File: src/rtl/pc_sequencer.sv
// Program counter owner: selects PC+4, taken-branch target or hold, and stalls
// fetch around a multi-cycle multiply. Optional macro: PC_MISALIGN_TRAP_EN.
//
// state    | meaning
// RUN      | normal fetch; PC advances or branches every enabled cycle
// MUL_WAIT | multiplier launched; fetch stalled until mul_done or timeout
module pc_sequencer #(
  parameter logic [31:0] RESET_PC    = 32'h0000_0000,
  parameter int          MUL_TIMEOUT = 32,
  parameter logic [31:0] TRAP_VEC    = 32'h0000_0100
) (
  input  logic        clk,
  input  logic        rst,
  input  logic        en,
  input  logic        branch,
  input  logic        zero_flag,
  input  logic [31:0] branch_target,
  input  logic        is_mul,
  input  logic        mul_done,
  output logic [31:0] pc,
`ifdef PC_MISALIGN_TRAP_EN
  output logic        misalign,
`endif
  output logic        mul_start,
  output logic        stall,
  output logic        flush,
  output logic        mul_err
);

  typedef enum logic {RUN, MUL_WAIT} state_t;

  localparam logic [7:0] CNT_LAST = 8'(MUL_TIMEOUT - 1);

  state_t      state, state_nxt;
  logic [31:0] pc_nxt;
  logic [7:0]  cnt, cnt_nxt;
  logic        start_q, start_nxt;
  logic        flush_q, flush_nxt;
  logic        err_nxt;
`ifdef PC_MISALIGN_TRAP_EN
  logic        mis_nxt;
`endif

  always_ff @(posedge clk or posedge rst) begin
    if (rst) begin
      state    <= RUN;
      pc       <= RESET_PC;
      cnt      <= 8'd0;
      start_q  <= 1'b0;
      flush_q  <= 1'b0;
      mul_err  <= 1'b0;
`ifdef PC_MISALIGN_TRAP_EN
      misalign <= 1'b0;
`endif
    end else if (en) begin
      state    <= state_nxt;
      pc       <= pc_nxt;
      cnt      <= cnt_nxt;
      start_q  <= start_nxt;
      flush_q  <= flush_nxt;
      mul_err  <= err_nxt;
`ifdef PC_MISALIGN_TRAP_EN
      misalign <= mis_nxt;
`endif
    end else begin
      // pulses are dropped rather than held so they cannot replay after en returns
      start_q <= 1'b0;
      flush_q <= 1'b0;
    end
  end

  always_comb begin
    state_nxt = state;
    pc_nxt    = pc;
    cnt_nxt   = cnt;
    start_nxt = 1'b0;
    flush_nxt = 1'b0;
    err_nxt   = mul_err;
`ifdef PC_MISALIGN_TRAP_EN
    mis_nxt   = misalign;
`endif
    case (state)
      RUN: begin
        if (branch && zero_flag) begin
          flush_nxt = 1'b1;
          pc_nxt    = branch_target & ~32'h3;
`ifdef PC_MISALIGN_TRAP_EN
          if (branch_target[1:0] != 2'b00) begin
            pc_nxt  = TRAP_VEC;
            mis_nxt = 1'b1;
          end
`endif
        end else if (is_mul) begin
          start_nxt = 1'b1;
          cnt_nxt   = 8'd0;
          state_nxt = MUL_WAIT;
        end else begin
          pc_nxt = pc + 32'd4;
        end
      end
      MUL_WAIT: begin
        if (mul_done) begin
          pc_nxt    = pc + 32'd4;
          state_nxt = RUN;
        end else if (cnt == CNT_LAST) begin
          err_nxt   = 1'b1;
          pc_nxt    = pc + 32'd4;
          state_nxt = RUN;
        end else begin
          cnt_nxt = cnt + 8'd1;
        end
      end
      default: state_nxt = RUN;
    endcase
  end

  assign stall     = (state == MUL_WAIT);
  assign mul_start = start_q & en;
  assign flush     = flush_q & en;

endmodule

File: config.mk
export PLATFORM = sky130hd
export DESIGN_NAME = pc_sequencer
export DESIGN_NICKNAME = d
export VERILOG_FILES = /design/src/rtl/pc_sequencer.sv
export SDC_FILE = /design/constraint.sdc
export NUM_CORES = 1
export LEC_CHECK = 0
export BUFFER_PORTS_ARGS = -buffer_cell sky130_fd_sc_hd__buf_4
export CAP_MARGIN = 20
export CORE_MARGIN = 2
export CORE_UTILIZATION = 50
export CTS_BUF_LIST = sky130_fd_sc_hd__clkbuf_4 sky130_fd_sc_hd__clkbuf_8
export CTS_CLUSTER_SIZE = 8
export DETAILED_ROUTE_END_ITERATION = 10
export PLACE_DENSITY_LB_ADDON = 0.3
export SLEW_MARGIN = 40
export SYNTH_ARGS = -nofsm -noshare
export SYNTH_HDL_FRONTEND = slang
export SYNTH_SLANG_ARGS = --single-unit
File: constraint.sdc
create_clock -name clk -period 2.41 [get_ports clk]
set_input_delay 0.241 -clock clk [delete_from_list [all_inputs] [get_ports clk]]
set_output_delay 0.241 -clock clk [all_outputs]
set_load 0.01 [all_outputs]
==> flow_metrics.py <==
metrics = {
    "timing": {
        "rsz0062_at_grt": "no",
        "fin_skew_ns": 0.01376,
        "hold_slack_ns": 0.08010,
        "fmax_mhz": 541.9,
        "setup_viol": 0,
        "fin_setup_tns_ns": 0,
        "final_max_slew_viol_count": 0,
        "tightest_slew_ns": 0.6466,
        "period_minus_slack_ns": 1.845,
        "hold_viol": 0,
        "worst_slack_ns": 0.5646,
        "finalCritPeriodShare_pct": 76.57,
        "relSlewSlack_pct": 56.89,
    },
    "drt": {
        "via_count": 2584,
        "wire_per_inst_um": 15.82,
        "post-route-drc-count": 0,
        "postRouteAntennaNets": 0,
        "drt-initial-drc-count": 185,
        "drt-total-wl_um": 6897,
        "via_per_inst": 5.927,
        "first_pass_iters": 4,
    },
    "yosys": {
        "seq_area_frac_synth_pct": 39.46,
        "ys_ff_latch": 42,
        "yosys.cell_count.top_type": "dfrtp_1",
        "synth.area.top_cells": "dfrtp_1 39%, a21oi_1 6.4%, a2bb2oi_1 4.6%",
        "async_reset_ff_share_pct": 100.0,
        "postSynthCellCount": 296,
        "synth_edf_count": 0,
        "synth_area_per_cell_sq_um": 8.999,
        "yosys-top-cells-count": "42 x dfrtp_1, 34 x a21oi_1, 31 x nand2_1",
        "synth_top_area_share_pct": 39.46,
        "yosysTopAreaCell": "dfrtp_1",
        "syn_area_sq_mm": 0.002664,
        "ys_types": 59,
        "yosys_warnings": 0,
        "synth_ff_type": "dfrtp_1",
    },
    "critical_path": {
        "startpoint_type": "flip-flop",
        "timing.critical_path.from": "stall",
        "critical_path_class": "reg2reg",
        "r2r-start": "stall",
        "path_max_fanout": 13,
        "worstPathRequired_ns": 2.64,
        "arrival_ns": 2.07,
        "cp-end-kind": "flip-flop",
    },
    "die": {
        "fp.dieW_um": 76.99,
        "start_util_pct": 51.83,
        "io-pin-count": 75,
        "row_count": 26,
        "coreArea_sq_mm": 0.005140,
        "die_h_um": 76.99,
        "dieArea_sq_mm": 0.005927,
    },
    "pwr": {
        "leakage_uw": 0.001465,
        "power.density_mw_per_mm2": 922.4,
        "vdd_ir_drop_max_mv": 0.3983,
    },
    "global_route": {
        "grt_max_degree": 43,
        "grt_pass1_wl_um": 11790,
        "grt_pass1_vias": 2492,
        "antenna_found_initial": 0,
        "grt.total_usage_pct": 24.48,
        "overflow": 0,
    },
    "clock_network": {
        "cts_sinks": 42,
        "cts_buffers": 5,
        "clkSlewWorstSetupHoldPaths_ns": 0.09,
        "cts_buffer_depth": 2,
        "post_cts_buffers": 0,
        "hold_buffers": 0,
        "clk-insertion-delay-late_ns": 0.30,
        "cts_tree": "built",
        "cts_resized": 0,
        "h-tree-depth": 2,
        "root_buffer": "clkbuf_8",
    },
    "placement": {
        "place_congestion": 0.8710,
        "hpwl_um": 4862,
        "place_ws_ns": 0.6051,
        "dpl_cell_area_sq_mm": 0.003236,
        "port_buffers": 70,
    },
    "cells_and_area": {
        "synthToLayoutAreaGrowth_pct": 25.74,
        "drive_gt1_share_pct": 30.05,
        "nFillCells": 450,
        "multi_input_area_sq_mm": 0.001458,
        "postLayoutCellArea_sq_mm": 0.003349,
        "regArea_sq_mm": 0.001051,
        "fin_nets": 406,
        "insertedDiodeCount": 0,
    },
    "run_status": {
        "status": "finished clean",
    },
    "min_path": {
        "hold_class": "in2async",
    },
    "flow_run": {
        "drv_cap": 0,
    },
}
## per-stage QoR
stage	std cells	utilization [%]	total power (uW)
floorplan	297	-	1960
global placement	428	62.95	2478
detailed placement	428	62.95	2518
CTS	436	65.17	3104
global route	436	65.17	3298
finish	436	65.17	3090
## state kept, by name (all words and copies together), names as in the netlist
| signal | flops |
|---|---|
| cnt | 8 |
| start_q | 1 |
| mul_err | 1 |
| pc | 30 |
| stall | 1 |
| flush_q | 1 |
## per-layer routing
layer / share of wire (%) / GRT usage, % / wire (um)
met4: 0.62 / 8.036 / 43
met2: 49 / 38.86 / 3381
met1: 44 / 33.74 / 3008
met3: 6.7 / 4.824 / 464
met5: 0 / 0 / 0
## power by group
group	switching, uW	internal, uW
clock	249	333
combinational	621	610
sequential	344	932
total	1210	1880
## final cells by class
type                    instances  share of cell area (%)
repair buffers                 80                   18.30
flip-flops and latches         42                   31.38
inverters                       7                  0.7845
multi-input cells             229                   43.52
clock buffers                   7                   2.503
well taps                      70                   2.615
clock inverters                 1                  0.8965
## path summary, 6_finish.rpt
kind	end	slack, ns	depth (start not counted)
setup / recovery	cnt[7]	0.56	6
hold / removal	pc[19]	0.08	3
setup reg to reg	cnt[7]	0.56	6
hold reg to reg	mul_err	0.48	1
max in group asynchronous	pc[22]	1.95	3
min in group clk	pc[3]	0.21	3
## kinds of logic (layout without fill, tap and decap cells)
| logic type | Yosys count | in the layout | share of synthesized area (%) |
|---|---|---|---|
| multiplexers | 1 | 1 | 0.3758 |
| XOR/XNOR | 1 | 1 | 0.3289 |
| adder cells (fa/ha/maj) | 2 | 2 | 0.9393 |
| AND/OR/NAND/NOR | 112 | 112 | 24.89 |
| AO/OA/AOI/OAI | 111 | 111 | 27.90 |
| buffers and inverters | 26 | 95 | 5.965 |
| other | 1 | 2 | 0.1408 |
| flip-flops | 42 | 42 | 39.46 |
## critical path, stage by stage, from the launching register on
cell     delay (ns)
dfrtp_1        0.38
buf_4          0.18
nor2b_1        0.15
a22o_1         0.26
nand4_1        0.25
or3_1          0.42
a21oi_1        0.14
## cells in the final DEF (no fill, tap or decap), types with 3 or more instances in the layout
cell / instances
o21ai_0: 19
nand3_1: 19
inv_1: 7
a21oi_1: 34
nand4_1: 8
and2_1: 6
a41o_1: 4
a31oi_1: 4
buf_4: 79
nand2_1: 31
dfrtp_1: 42
clkbuf_8: 5
nor2_1: 18
o22ai_1: 16
nor3_1: 3
a2bb2oi_1: 14
or3_1: 6
No activity file was read; power rests on OpenSTA's default activity.
